<file path="src/rtl/mem_port_arbiter.sv">
// Arbitrates one variable-latency memory port between instruction fetch and data access.
// Data has fixed priority; a watchdog terminates transactions the memory never answers.
module mem_port_arbiter #(
    parameter int ADDR_W  = 32,
    parameter int DATA_W  = 32,
    parameter int TIMEOUT = 255
) (
    input  logic                clk,
    input  logic                rst,
    input  logic                iReq,
    input  logic [ADDR_W-1:0]   iAddr,
    output logic [DATA_W-1:0]   iRdata,
    output logic                iValid,
    output logic                stallF,
    input  logic                dReq,
    input  logic                dWe,
    input  logic [DATA_W/8-1:0] dBe,
    input  logic [ADDR_W-1:0]   dAddr,
    input  logic [DATA_W-1:0]   dWdata,
    output logic [DATA_W-1:0]   dRdata,
    output logic                dValid,
    output logic                stallM,
    output logic                memReq,
    output logic                memWe,
    output logic [DATA_W/8-1:0] memBe,
    output logic [ADDR_W-1:0]   memAddr,
    output logic [DATA_W-1:0]   memWdata,
    input  logic [DATA_W-1:0]   memRdata,
    input  logic                memReady,
    output logic                busErr,
    output logic                busErrSrc
);
    localparam int BE_W  = DATA_W / 8;
    localparam int CNT_W = (TIMEOUT > 0) ? $clog2(TIMEOUT + 1) : 1;
    localparam logic [CNT_W-1:0] CNT_MAX = '1;
    localparam logic [CNT_W-1:0] TO_LAST = CNT_W'((TIMEOUT > 0) ? TIMEOUT - 1 : 0);

    typedef enum logic [1:0] {IDLE, IBUSY, DBUSY} state_t;

    state_t              state_q;
    logic [CNT_W-1:0]    cnt_q;
    logic                memReq_q, memWe_q;
    logic [BE_W-1:0]     memBe_q;
    logic [ADDR_W-1:0]   memAddr_q;
    logic [DATA_W-1:0]   memWdata_q, iRdata_q, dRdata_q;
    logic                iValid_q, dValid_q, busErr_q, busErrSrc_q;
    logic                holdF_q, holdM_q;

    logic                iElig, dElig, timedOut, done, issueD, issueI;
    logic [DATA_W-1:0]   capData;

    // A requester whose valid is showing this cycle still holds req; it is not a new request.
    assign iElig    = iReq & ~iValid_q;
    assign dElig    = dReq & ~dValid_q;
    assign timedOut = (TIMEOUT > 0) && !memReady && (cnt_q == TO_LAST);
    assign done     = (state_q != IDLE) && (memReady || timedOut);
    assign capData  = memReady ? memRdata : '0;

    // Only the requester that is not completing may take the port on a completion edge.
    assign issueD = (state_q == IDLE) ? dElig : ((state_q == IBUSY) && done && dElig);
    assign issueI = (state_q == IDLE) ? (!dElig && iElig) : ((state_q == DBUSY) && done && iElig);

    always_ff @(posedge clk) begin
        if (rst) begin
            state_q     <= IDLE;
            cnt_q       <= '0;
            memReq_q    <= 1'b0;
            memWe_q     <= 1'b0;
            memBe_q     <= '0;
            memAddr_q   <= '0;
            memWdata_q  <= '0;
            iRdata_q    <= '0;
            dRdata_q    <= '0;
            iValid_q    <= 1'b0;
            dValid_q    <= 1'b0;
            busErr_q    <= 1'b0;
            busErrSrc_q <= 1'b0;
        end else begin
            iValid_q <= 1'b0;
            dValid_q <= 1'b0;
            busErr_q <= 1'b0;
            if (done) begin
                cnt_q    <= '0;
                busErr_q <= timedOut;
                if (timedOut) begin
                    busErrSrc_q <= (state_q == DBUSY);
                end
                if (state_q == DBUSY) begin
                    dValid_q <= 1'b1;
                    dRdata_q <= memWe_q ? '0 : capData;
                end else begin
                    iValid_q <= 1'b1;
                    iRdata_q <= capData;
                end
            end else if (state_q != IDLE && cnt_q != CNT_MAX) begin
                cnt_q <= cnt_q + 1'b1;
            end

            if (issueD) begin
                state_q    <= DBUSY;
                memReq_q   <= 1'b1;
                memWe_q    <= dWe;
                memBe_q    <= dBe;
                memAddr_q  <= dAddr;
                memWdata_q <= dWdata;
            end else if (issueI) begin
                state_q   <= IBUSY;
                memReq_q  <= 1'b1;
                memWe_q   <= 1'b0;
                memBe_q   <= '1;
                memAddr_q <= iAddr;
            end else if (done) begin
                state_q  <= IDLE;
                memReq_q <= 1'b0;
            end
        end
    end

    // Requesters must hold req from the first stalled cycle until their valid appears.
    always_ff @(posedge clk) begin
        if (rst) begin
            holdF_q <= 1'b0;
            holdM_q <= 1'b0;
        end else begin
            holdF_q <= stallF;
            holdM_q <= stallM;
            assert (!holdF_q || iReq || iValid_q);
            assert (!holdM_q || dReq || dValid_q);
        end
    end

    assign iRdata    = iRdata_q;
    assign iValid    = iValid_q;
    assign stallF    = iReq & ~iValid_q;
    assign dRdata    = dRdata_q;
    assign dValid    = dValid_q;
    assign stallM    = dReq & ~dValid_q;
    assign memReq    = memReq_q;
    assign memWe     = memWe_q;
    assign memBe     = memBe_q;
    assign memAddr   = memAddr_q;
    assign memWdata  = memWdata_q;
    assign busErr    = busErr_q;
    assign busErrSrc = busErrSrc_q;

endmodule

</file>
<file path="config.mk">
export PLATFORM = sky130hd
export DESIGN_NAME = mem_port_arbiter
export DESIGN_NICKNAME = d
export VERILOG_FILES = /design/src/rtl/mem_port_arbiter.sv
export SDC_FILE = /design/constraint.sdc
export NUM_CORES = 1
export LEC_CHECK = 0
export CELL_PAD_IN_SITES_DETAIL_PLACEMENT = 1
export CELL_PAD_IN_SITES_GLOBAL_PLACEMENT = 1
export CORE_MARGIN = 8
export CORE_UTILIZATION = 26
export CTS_BUF_LIST = sky130_fd_sc_hd__clkbuf_16
export DETAILED_ROUTE_END_ITERATION = 16
export PLACE_DENSITY = 0.86
export SLEW_MARGIN = 20
export SYNTH_ARGS = -nofsm -noshare
export SYNTH_HDL_FRONTEND = slang
export SYNTH_SLANG_ARGS = --single-unit
</file>
<file path="constraint.sdc">
create_clock -name clk -period 1.8 [get_ports clk]
set_input_delay 0.36 -clock clk [delete_from_list [all_inputs] [get_ports clk]]
set_output_delay 0.36 -clock clk [all_outputs]
set_load 0.005 [all_outputs]
</file>
==> impl_metrics.csv <==
group,metric,value,unit
worst_setup_path,cp.required,2.11,ns
worst_setup_path,crit_slowest_cell,"or3b_4",
routing,vias,5607,
worst_hold_path,min-delay-path-class,"primary input to register",
logic_synthesis,synth_cell_types,43,
pwr,p_total,8.77,mW
final_layout,final_nets,1027,
logic_synthesis,synth_top_area_cell,"dfxtp_1",
floorplanning,placeableCoreArea,21700,um^2
logic_synthesis,avgSynthCellArea,9.53,um^2
final_layout,drive_above_1_share,0.176,
clocking,clk_pin_slew_worst_paths,0.07,ns
pwr,p_per_area,904,nW/um^2
timing,skew,0.0117,ns
worst_setup_path,cp_top_family,"simple AND/OR/NAND/NOR gates",
global_route,antenna_found_initial,0,
timing,max_freq,559,MHz
timing,worst_slew_pin_slew,0.365,ns
placed_design,place_ws,-0.470,ns
routing,dr.pass1.iters,5,
worst_setup_path,crit_path_frequent_cell,"buf_4",
timing,period_share,0.993,
global_route,grt_pass1_wl,35000,um
clocking,htree_levels,4,
floorplanning,start_util,0.264,
status,outcome,"finished, final reports clean",
placed_design,portBuffers,277,
placed_design,gp_congestion,0.777,
final_layout,fill_cells,2430,
final_layout,syn2layout_area_growth,69.6,%
timing,fin_ws,0.0118,ns
timing,tns,0,ns
floorplanning,fp.dieH,164,um
worst_setup_path,cp-start-kind,"register",
logic_synthesis,synthArstFlopShare,0,
worst_setup_path,crit_buf_inv,3,
final_layout,stdcell_area,9700,um^2
logic_synthesis,syn_area,5720,um^2
logic_synthesis,syn_nets,740,
floorplanning,fp.dieArea,27000,um^2
final_layout,diodes,0,
routing,drc,0,
clocking,cts_buffers,17,
logic_synthesis,synth_area_leaders,"dfxtp_1, nand2_1, a211oi_2",
routing,drtIter0Drc,274,
logic_synthesis,syn-instance-count,600,
pwr,peakVddDrop,0.582,mV
logic_synthesis,ys_dominant_reg_cell,"dfxtp_1",
global_route,track_usage,0.167,
clocking,clk-insertion-delay-late,0.42,ns
logic_synthesis,ys_seq_area_frac,0.518,
clocking,hold_buffers,0,
clocking,clockBufferDepth,2,
timing,fin_hold_ws,0.310,ns
floorplanning,die_w,164,um
timing,max-slew-margin-rel,0.755,
logic_synthesis,ys_warn_count,0,
flow_run,maxCapViolCount,0,
logic_synthesis,synth-edff-count,0,
placed_design,hpwl,17000,um
clocking,cts_tree,"yes",
pwr,leakagePower,3.53,nW
logic_synthesis,ys_ff_latch,148,
routing,final_antenna_net_count,0,
timing,timing_hold_violations_final,0,
worst_setup_path,worst-path-max-fanout,12,
worst_setup_path,endpoint_kind,"register",
timing,slew_viol_final,0,
timing,rsz0062_at_grt,"yes",
worst_setup_path,critical-path-max-stage-delay,0.42,ns
routing,vias_per_cell,4.75,
worst_setup_path,critical_path_class,"register to register",
timing,setup_viol,0,
clocking,cts_root_buffer,"clkbuf_16",
routing,finalWirelength,23400,um
routing,avgRoutedWirePerCell,19.8,um
global_route,grt_max_degree,71,
global_route,grt_pass1_vias,6130,
placed_design,dpl_cell_area,9020,um^2
global_route,global_route.overflow_total,0,
timing,period_needed,1.79,ns
clocking,clock_sinks,148,
worst_setup_path,crit_chain,"or3b_4 -> buf_4 -> a21oi_4 -> buf_12 -> buf_4 -> nor3_2 -> nor3_1",
worst_setup_path,critical_path_arrival,2.10,ns
floorplanning,rows,54,
floorplanning,io_pins,278,
logic_synthesis,yosys.area.top_type_share,0.518,
logic make-up after synthesis:
logic type,share of synthesized area
AOI/OAI and AO/OA,0.267
xor gates and xnor gates,0.00613
buffers and inverters,0.0560
adders and majority gates,0.00437
DFF,0.518
and+or+nand+nor,0.149
where the power goes:
| part | switching (mW) | internal (mW) |
|---|---|---|
| combinational | 0.754 | 0.996 |
| sequential | 0.115 | 3.48 |
| clock | 1.60 | 1.82 |
| total | 2.47 | 6.30 |
placed cells by master, fill, tap and decap left out, types with 6 or more instances in the layout:
master	synthesis	layout
clkdlybuf4s50_1	0	273
dfxtp_1	148	144
nand2_1	102	102
nor2_1	81	80
a21oi_1	44	38
a22oi_1	32	32
a22o_1	32	32
a21oi_2	25	31
a211oi_2	28	29
buf_4	4	29
clkbuf_16	0	18
buf_12	2	14
nor3_1	10	8
a211oi_1	8	7
inv_6	0	6
cell usage after synthesis (all sizes together), types with 2 or more instances:
library cell / number
a211oi: 36
a21o: 2
a21oi: 70
a22o: 32
a22oi: 32
a41oi: 2
buf: 30
clkbuf: 22
dfxtp: 148
ha: 2
inv: 4
nand2: 102
nand3: 2
nand4: 3
nor2: 81
nor2b: 2
nor3: 10
xnor2: 2
xor2: 2
worst register-to-register path, cell delays in order, from the launching register on:
cell and delay (ns):
dfxtp_1 0.35, or3b_4 0.43, buf_4 0.15, a21oi_4 0.13, buf_12 0.17, buf_4 0.18
nor3_2 0.06, nor3_1 0.23
area by class of cell:
class                           count  area [um^2]  area share
Sequential cell                   148         2970       0.306
Multi-Input combinational cell    396         2500       0.258
Clock buffer                       17          425      0.0439
Inverter                            4         15.0     0.00155
Clock inverter                     15          134      0.0138
Tap cell                          280          350      0.0361
Timing Repair Buffer              320         3300       0.341
stage by stage:
stage	utilization	cells
global placement	0.416	1144
floorplan	-	600
global route	0.447	1180
detailed placement	0.416	1144
finish	0.447	1180
CTS	0.443	1176
timing repair:
| item | CTS | global route |
|---|---|---|
| pin swaps | 0 | 2 |
| setup endpoints to repair | 27 | 45 |
| cloned | 0 | 1 |
| setup buffers | 0 | 3 |
| gates resized for setup | 8 | 15 |
sequential cells by signal, summed over array words and instances, names as in the netlist, 2 cells and up:
register	flops
dRdata	32
cnt_q	8
memWdata	32
memBe	4
state_q	2
iRdata	32
memAddr	32
layer usage:
metal,vias up,global-route usage,share of wire
met4,0,0.0438,0.0082
met3,15,0.0757,0.10
li1,2663,-,-
met1,2706,0.187,0.41
met5,-,0,0
met2,223,0.281,0.48
path summary, 6_finish.rpt:
kind / start / end / slack (ns) / depth (start not counted)
setup / recovery: state_q[1] / memBe[2] / 0.01 / 7
hold reg to reg: memWdata[18] / memWdata[18] / 0.45 / 2
hold / removal: rst / dValid / 0.31 / 3
setup reg to reg: state_q[1] / memBe[2] / 0.01 / 7
Note: power is estimated with default switching activity, not from simulation.
